--- src/rtl/la_clk_pkg.sv ---
// Shared definitions for the logic-analyser clock domain: reset-sequencer FSM
// states and the lock/stagger timing defaults also used by the PLL wrapper.
package la_clk_pkg;

  typedef enum logic [1:0] {
    S_WAIT,
    S_QUAL,
    S_REL,
    S_RUN
  } la_rst_state_t;

  localparam int LA_LOCK_STABLE_CYC = 1024;
  localparam int LA_STAGE_GAP_CYC   = 16;

  // Width of a counter that runs 0..n-1, never narrower than one bit.
  function automatic int cnt_w(input int n);
    return (n > 1) ? $clog2(n) : 1;
  endfunction

endpackage

--- src/rtl/la_sync.sv ---
// Single-bit N-flop synchronizer with synchronous active-high reset to 0.
module la_sync #(
  parameter int STAGES = 2
) (
  input  logic clk,
  input  logic rst,
  input  logic d,
  output logic q
);

  logic [STAGES-1:0] ff;

  // NOTE: sequential state uses non-blocking assignments so every flop in the
  // chain samples its predecessor's pre-edge value, giving a true shift.
  always_ff @(posedge clk) begin
    if (rst) ff <= '0;
    else     ff <= {ff[STAGES-2:0], d};
  end

  assign q = ff[STAGES-1];

endmodule

--- src/rtl/la_rst_seq.sv ---
// Lock-qualified reset sequencer: qualifies PLL lock, releases staggered
// domain resets, and counts lock losses that occur after the first release.
module la_rst_seq
  import la_clk_pkg::*;
#(
  parameter int SYNC_STAGES     = 2,
  parameter int LOCK_STABLE_CYC = LA_LOCK_STABLE_CYC,
  parameter int STAGE_GAP_CYC   = LA_STAGE_GAP_CYC,
  parameter int N_STAGES        = 3,
  parameter int CNT_W           = 16
) (
  input  logic                clk,
  input  logic                rst,
  input  logic                pll_lock,
  input  logic                soft_rst_req,
  input  logic                clr_status,
  output logic [N_STAGES-1:0] rst_out,
  output logic                ready,
  output logic [CNT_W-1:0]    lock_loss_cnt,
  output logic                lock_lost_sticky
);

  localparam int QW = cnt_w(LOCK_STABLE_CYC);
  localparam int GW = cnt_w(STAGE_GAP_CYC);
  localparam int SW = $clog2(N_STAGES + 1);

  localparam logic [QW-1:0] Q_LAST = QW'(LOCK_STABLE_CYC - 1);
  localparam logic [GW-1:0] G_LAST = GW'(STAGE_GAP_CYC - 1);
  localparam logic [SW-1:0] S_ALL  = SW'(N_STAGES);

  logic                lk_s;
  la_rst_state_t       state, state_nxt;
  logic [QW-1:0]       qcnt, qcnt_nxt;
  logic [GW-1:0]       gcnt, gcnt_nxt;
  logic [SW-1:0]       stg, stg_nxt;
  logic [N_STAGES-1:0] rst_out_nxt;
  logic                ready_nxt;
  logic [CNT_W-1:0]    cnt_nxt;
  logic                sticky_nxt;
  logic                loss;

  la_sync #(.STAGES(SYNC_STAGES)) u_lock_sync (
    .clk (clk),
    .rst (rst),
    .d   (pll_lock),
    .q   (lk_s)
  );

  // NOTE: every signal assigned here gets a hold-value default first, so no
  // path through the case leaves it unassigned and no latch is inferred.
  always_comb begin
    state_nxt   = state;
    qcnt_nxt    = qcnt;
    gcnt_nxt    = gcnt;
    stg_nxt     = stg;
    rst_out_nxt = rst_out;
    ready_nxt   = ready;
    cnt_nxt     = lock_loss_cnt;
    sticky_nxt  = lock_lost_sticky;
    loss        = 1'b0;

    case (state)
      S_WAIT: begin
        rst_out_nxt = '1;
        ready_nxt   = 1'b0;
        qcnt_nxt    = '0;
        if (lk_s) state_nxt = S_QUAL;
      end

      S_QUAL: begin
        if (!lk_s) begin
          state_nxt = S_WAIT;
          qcnt_nxt  = '0;
        end else if (qcnt == Q_LAST) begin
          state_nxt      = S_REL;
          qcnt_nxt       = '0;
          gcnt_nxt       = '0;
          stg_nxt        = SW'(1);
          rst_out_nxt[0] = 1'b0;
        end else begin
          qcnt_nxt = qcnt + 1'b1;
        end
      end

      S_REL, S_RUN: begin
        // Lock loss outranks a soft request arriving on the same cycle.
        if (!lk_s) begin
          loss        = 1'b1;
          state_nxt   = S_WAIT;
          rst_out_nxt = '1;
          ready_nxt   = 1'b0;
        end else if (soft_rst_req) begin
          state_nxt   = S_REL;
          gcnt_nxt    = '0;
          stg_nxt     = '0;
          rst_out_nxt = '1;
          ready_nxt   = 1'b0;
        end else if (state == S_REL) begin
          if (gcnt == G_LAST) begin
            gcnt_nxt = '0;
            if (stg == S_ALL) begin
              state_nxt = S_RUN;
              ready_nxt = 1'b1;
            end else begin
              for (int k = 0; k < N_STAGES; k++) begin
                if (SW'(k) == stg) rst_out_nxt[k] = 1'b0;
              end
              stg_nxt = stg + 1'b1;
            end
          end else begin
            gcnt_nxt = gcnt + 1'b1;
          end
        end
      end

      default: state_nxt = S_WAIT;
    endcase

    if (clr_status) begin
      cnt_nxt    = '0;
      sticky_nxt = 1'b0;
    end else if (loss) begin
      if (lock_loss_cnt != '1) cnt_nxt = lock_loss_cnt + 1'b1;
      sticky_nxt = 1'b1;
    end
  end

  always_ff @(posedge clk) begin
    if (rst) begin
      state            <= S_WAIT;
      qcnt             <= '0;
      gcnt             <= '0;
      stg              <= '0;
      rst_out          <= '1;
      ready            <= 1'b0;
      lock_loss_cnt    <= '0;
      lock_lost_sticky <= 1'b0;
    end else begin
      state            <= state_nxt;
      qcnt             <= qcnt_nxt;
      gcnt             <= gcnt_nxt;
      stg              <= stg_nxt;
      rst_out          <= rst_out_nxt;
      ready            <= ready_nxt;
      lock_loss_cnt    <= cnt_nxt;
      lock_lost_sticky <= sticky_nxt;
    end
  end

endmodule

--- config.mk ---
export PLATFORM = sky130hd
export DESIGN_NAME = la_rst_seq
export DESIGN_NICKNAME = d
export VERILOG_FILES = /design/src/rtl/la_clk_pkg.sv /design/src/rtl/la_sync.sv /design/src/rtl/la_rst_seq.sv
export SDC_FILE = /design/constraint.sdc
export NUM_CORES = 1
export LEC_CHECK = 0
export ABC_AREA = 0
export BUFFER_PORTS_ARGS = -buffer_cell sky130_fd_sc_hd__buf_2
export CAP_MARGIN = 20
export CORE_AREA = 2 2 46 91
export DETAILED_ROUTE_END_ITERATION = 10
export DIE_AREA = 0 0 48 93
export GPL_ROUTABILITY_DRIVEN = 0
export PLACE_DENSITY = 0.75
export SLEW_MARGIN = 10
export SYNTH_ARGS = -nofsm -noshare
export SYNTH_HDL_FRONTEND = slang
export SYNTH_SLANG_ARGS = --single-unit
--- constraint.sdc ---
create_clock -name clk -period 2.3 [get_ports clk]
set_input_delay 0.23 -clock clk [delete_from_list [all_inputs] [get_ports clk]]
set_output_delay 0.23 -clock clk [all_outputs]
set_load 0.1 [all_outputs]
== Word-level counts from Yosys, hierarchy flattened ==
Cells that the tools add are included.
Word-level totals
  register bits: 41
  input port bits: 5
  output and inout port bits: 21
  word-level logic and storage cells: 101
Cells by class
  $add $sub $neg: 4
  equality and inequality tests: 24
  muxes and demuxes: 47
  reductions and logical operators: 15
Operators with widths (number)
  2-bit 2-to-1 mux: 15
  4-bit inequality test, second input constant: 7
  4-bit 2-to-1 mux: 6
  10-bit 2-to-1 mux: 2
  10-bit one-hot mux with 2 select lines: 1
  5-bit AND reduction: 4
  16-bit by 1-bit adder with 16-bit output, second input constant: 1
  16-bit inequality test, second input constant: 1
  3-bit 2-to-1 mux: 5
  1-bit 2-to-1 mux: 12
  3-bit inequality test, second input constant: 4
  10-bit by 1-bit adder with 10-bit output, second input constant: 1
  10-bit equality test, second input constant: 1
  2-bit one-hot mux with 2 select lines: 2
  4-bit one-hot mux with 2 select lines: 1
  7-bit AND reduction: 1
  2-bit equality test, second input constant: 3
  2-bit by 1-bit inequality test with 1-bit output, second input constant: 3
  2-bit one-hot mux with 3 select lines: 1
  6-bit AND reduction: 1
  2-bit nonzero test: 3
  4-bit by 1-bit adder with 4-bit output, second input constant: 1
  4-bit equality test, second input constant: 1
  2-bit zero test: 2
  10 further kinds: 11

== Longest topological paths before layout ==
  depth in word-level cells: 8
  gate-level depth with buffers: 6
  mapped depth without buffers: 5

== Hierarchy ==
From an unflattened synthesis, not the netlist that was laid out.
Second synthesis, totals
  cell total of the unflattened synthesis: 246
  area total of the unflattened synthesis: 2083.2 µm²
Modules (own cells, without submodules)
  la_rst_seq: times used 1, cells each 242, area each 2030.7 µm², seq. area each 780.7 µm²
  la_sync: times used 1, cells each 4, area each 52.6 µm², seq. area each 40.0 µm²

== Worst setup path after synthesis ==
Ideal clock, no wire load.
  path kind: reg-to-reg
  from: register lock_loss_cnt[7]
  to: register lock_loss_cnt[15]
  library setup time: 115 ps
  arrival: 2379 ps
  required time: 2185 ps
  slack: -194 ps
  cell stages (with the launch flop): 5
  path buffers: 0
  clock period less this slack: 2494 ps
  cells stage by stage: dfxtp_1 > nand4_1 > or4_1 > o31a_1 > o21a_1
On the way
  word-level cells in the longest chain between the ends: 2
  elaborated cells on any way between the ends: 3
  classes of those cells: add/sub: 1; eq/ne: 1; reduce/logical: 1
RTL lines
  from (decl): line la_rst_seq.sv:19  | output logic [CNT_W-1:0] lock_loss_cnt,
  from (signal assigned): line la_rst_seq.sv:145  | lock_loss_cnt <= cnt_nxt;
  parallel branches: the longest is 2 deep, another holds 16-bit by 1-bit adder with 16-bit output
Several ways; the timed one is not identified.
A chain may end at the register's enable or synchronous reset.

== Worst setup path after layout ==
  from: register state[1]
  to: register gcnt[3]
On the way
  word-level cells in the longest chain between the ends: 4
  elaborated cells on any way between the ends: 11
  classes of those cells: eq/ne: 7; mux: 1; reduce/logical: 3
RTL lines
  from (decl): line la_rst_seq.sv:32  | la_rst_state_t state, state_nxt;
  from (signal assigned): line la_rst_seq.sv:139  | state <= state_nxt;
  2-bit equality test (on tied branches): line la_rst_seq.sv:62, la_rst_seq.sv:98
  2-bit OR reduction: line la_rst_seq.sv:62  | case (state)
  3-bit inequality test (no source line), or another cell as far along
  5-bit AND reduction (no source line)
  to (signal assigned): line la_rst_seq.sv:141  | gcnt <= gcnt_nxt;
  to (decl): line la_rst_seq.sv:34  | logic [GW-1:0] gcnt, gcnt_nxt;
Several ways; a longest one is shown, not always the timed one.

==> results summary <==
The run finished with clean final reports. Counting cells, the worst reg-to-reg path comes to 3. Dividing the detail-routed wire length by the instance count gives 14.6 um. The total wire length is 4710 um.

Sequential cells account for 54.0% of the total power. The post-synthesis cell count is 246. For the worst setup path, the data arrival time is 2050 ps. The clock tree skew after final layout came out at 5.53 ps. STA classifies the critical path startpoint as a register. After layout, the worst setup slack is 456 ps. The final hold slack is 143 ps. Counting tap cells, the placed design contains a total of 316 instances. For this block, the via count after detailed routing is 1957. By area the synthesized netlist is led by sky130_fd_sc_hd__dfxtp_1, sky130_fd_sc_hd__a21oi_1, sky130_fd_sc_hd__ha_1, sky130_fd_sc_hd__nor2_1, sky130_fd_sc_hd__o21ai_0. The fraction of the core area covered by cells at the end of the flow came out at 63.1%. Setup repair after global routing left no endpoint under its margin. The first detailed-routing pass ran for 4 iterations. The first routing iteration left 53 violations. The final clock period utilization by the worst path is 80.2%.

The switching power is 289 uW. The highest attainable clock frequency came out at 542 MHz. Per report_power, the combinational group accounts for 3.6% of the total. The CTS tree is yes. The average instance in the mapped netlist occupies 8.54 um2. The final count of hold timing violations is 0. The total track usage is 23.4%.

The floorplan step set the die width to 48 um. The sum of net half-perimeters after detailed placement is 3520 um. The first global-routing pass estimated 7640 um of wire.

The antenna violation net count after detailed routing came out at 0. The total inserted antenna cells is 0. CTS built an H-tree with a depth of 2. Net switching is 21.7% of the power.

The worst max-slew margin expressed relative to the limit came out at 49.8%. The area inside the core boundary is 3800 um2. VDD sags by at most 469 uV. Synthesis inferred 41 register bits. Counting every sink on the clock net gives 41.

The die footprint is 4460 um2. The final-stage net count came out at 284. The via-per-instance ratio came out at 6.06. The tightest min-delay check is of the in2reg type. The clock period minus worst slack came out at 1840 ps. Dividing total power by cell area gives a power density of 555 nW/um2. The buffers inserted during post-CTS setup optimization came out at 0. The unique cell type count in the Yosys netlist is 45. The power share of the clock group came out at 42.4%. The measured slew at the worst slew-check pin came out at 747 ps. Counting instances, the worst hold path has a depth of 2.

Relative to the synthesized area, the layout overhead comes to 14.1%. The share of flip-flops with an asynchronous set or reset after synthesis came out at 0%. The buffer depth of the longest clock path is 2. The clock-pin slew on the worst setup and hold paths is 80 ps. The cell area after placement came out at 2290 um2. The layout filler cell count is 341. The tree is rooted in a sky130_fd_sc_hd__clkbuf_8. The total congestion overflow came out at 0. The final setup TNS came out at 0 ps.

The area taken by flip-flops and latches is 837 um2. Counting instances in the post-synthesis netlist gives the leading cell types as sky130_fd_sc_hd__dfxtp_1, sky130_fd_sc_hd__a21oi_1, sky130_fd_sc_hd__nor2_1. The number of antenna violations at the first check in global routing came out at 0. The count of buffers from port buffering is 25. Prior to clock tree synthesis, the placed netlist has a worst setup slack of 495 ps. The starting utilization of the core area is 55.3%. The hold buffer count at cts came out at 0. The most frequently used flop master after synthesis is sky130_fd_sc_hd__dfxtp_1. Setup violations remaining at the end of the flow were counted as 0. The clock insertion delay at the later pin of the skew report came out at 290 ps.

By instance count, the leading cell after synthesis is sky130_fd_sc_hd__dfxtp_1. The number of cell rows came out at 32. Summed over all instances, the cell type with the most area after synthesis is sky130_fd_sc_hd__dfxtp_1. The critical path in this run is classified as reg2reg. The number of gates resized after cts is 0.

For this design the static power due to leakage is 0.917 nW. The max-slew violation total from the final report is 0. The part of the Yosys area used for sequential elements came out at 39.0%.

The synthesis warning total came out at 0. The number of top-level design ports came out at 26. The clock buffer count from CTS is 5. The die height came out at 93 um. With fillers left out, the area of the finished cells amounts to 2400 um2. The number of enable-type register cells in the synthesized netlist is 0. The netlist area before placement came out at 2100 um2. The synthesized design devotes to its leading area cell type 39.0% of total area.

For this run, design rule violations remaining after detail routing come to 0. The ratio of cells with drive above 1 in the final layout came out at 20.6%. The post-layout instance count excluding filler cells came out at 323. The net count after synthesis is 258. The internal power is 1.04 mW. STA classifies the critical path endpoint as a register. At the worst endpoint, the required time is 2500 ps. The maximum net fanout on the critical path is 15. The multi-input combinational cells in the finished layout cover a total of 1200 um2.

The total power consumption of the routed design is 1.33 mW. The via count of the first global-routing pass is 1794. The largest net degree at the start of global routing is 21. The count of max-cap constraint violations came out at 0.
-- metal layers --
metal | wire length (um) | up-vias | GRT usage [%]
li1 | - | 976 | -
met1 | 1740 | 930 | 21.4
met2 | 2710 | 38 | 44.6
met3 | 111 | 13 | 2.90
met4 | 150 | 0 | 11.5
met5 | 0 | - | 0
-- cell type report --
class | instances | share of cell area [%]
Clock buffer | 5 | 2.87
Clock inverter | 2 | 1.46
Inverter | 10 | 1.56
Multi-Input combinational cell | 185 | 50.1
Sequential cell | 41 | 34.9
Tap cell | 51 | 2.66
Timing Repair Buffer | 29 | 6.47
-- sequential cells by signal (all words and copies together) (netlist names) --
name,cells
state,2
gcnt,4
ready,1
lock_loss_cnt,16
qcnt,10
stg,2
rst_out,3
u_lock_sync.ff,2
lock_lost_sticky,1
-- cells by family after synthesis --
| family | synth area share, % |
|---|---|
| AOI/OAI and AO/OA | 19.3 |
| and+or+nand+nor | 31.1 |
| DFF | 39.0 |
| xor gates and xnor gates | 2.08 |
| muxes | 0.476 |
| buffers and inverters | 3.81 |
| adders and majority gates | 4.17 |
-- cells in the final DEF (no fill, tap or decap), types with 4 or more instances in the layout --
master,synthesis,final
sky130_fd_sc_hd__dfxtp_1,41,28
sky130_fd_sc_hd__buf_2,4,25
sky130_fd_sc_hd__a21oi_1,21,21
sky130_fd_sc_hd__nor2_1,20,20
sky130_fd_sc_hd__o21ai_0,14,14
sky130_fd_sc_hd__nand2_1,14,14
sky130_fd_sc_hd__dfxtp_2,0,13
sky130_fd_sc_hd__nand3_1,12,12
sky130_fd_sc_hd__inv_1,10,10
sky130_fd_sc_hd__nand4_1,8,8
sky130_fd_sc_hd__or4_1,7,7
sky130_fd_sc_hd__or3_1,7,7
sky130_fd_sc_hd__ha_1,7,7
sky130_fd_sc_hd__o31ai_1,6,6
sky130_fd_sc_hd__nor2b_1,5,5
sky130_fd_sc_hd__clkbuf_8,0,5
sky130_fd_sc_hd__nand3b_1,4,4
sky130_fd_sc_hd__and3_1,4,4
sky130_fd_sc_hd__a31oi_1,4,4
sky130_fd_sc_hd__nand4b_1,4,4
sky130_fd_sc_hd__nor3_1,4,4
sky130_fd_sc_hd__nor4_1,4,4
sky130_fd_sc_hd__buf_4,0,4
-- power groups by stage --
stage / sequential, mW / combinational (mW) / clock [mW]
after global routing: 0.720 / 0.0524 / 0.598
after global placement: 0.736 / 0.0476 / 0
after CTS: 0.719 / 0.0481 / 0.574
after floorplan: 0.744 / 0.0271 / 0
final: 0.719 / 0.0479 / 0.564
after detailed placement: 0.736 / 0.0477 / 0
-- worst max-delay path, cell delays in order, from the launching register on --
cell and delay, ps:
sky130_fd_sc_hd__dfxtp_1 610, sky130_fd_sc_hd__o211ai_2 290, sky130_fd_sc_hd__or3b_2 570, sky130_fd_sc_hd__o32ai_1 290
-- final timing paths --
path	from	slack (ps)	end
setup / recovery	state[1]$_SDFFE_PP0P_	460	gcnt[3]$_SDFFE_PP0P_
hold / removal	pll_lock	140	u_lock_sync.ff[0]$_SDFF_PP0_
setup reg to reg	state[1]$_SDFFE_PP0P_	460	gcnt[3]$_SDFFE_PP0P_
hold reg to reg	u_lock_sync.ff[0]$_SDFF_PP0_	440	u_lock_sync.ff[1]$_SDFF_PP0_
Power figures use the tool's default switching activity.
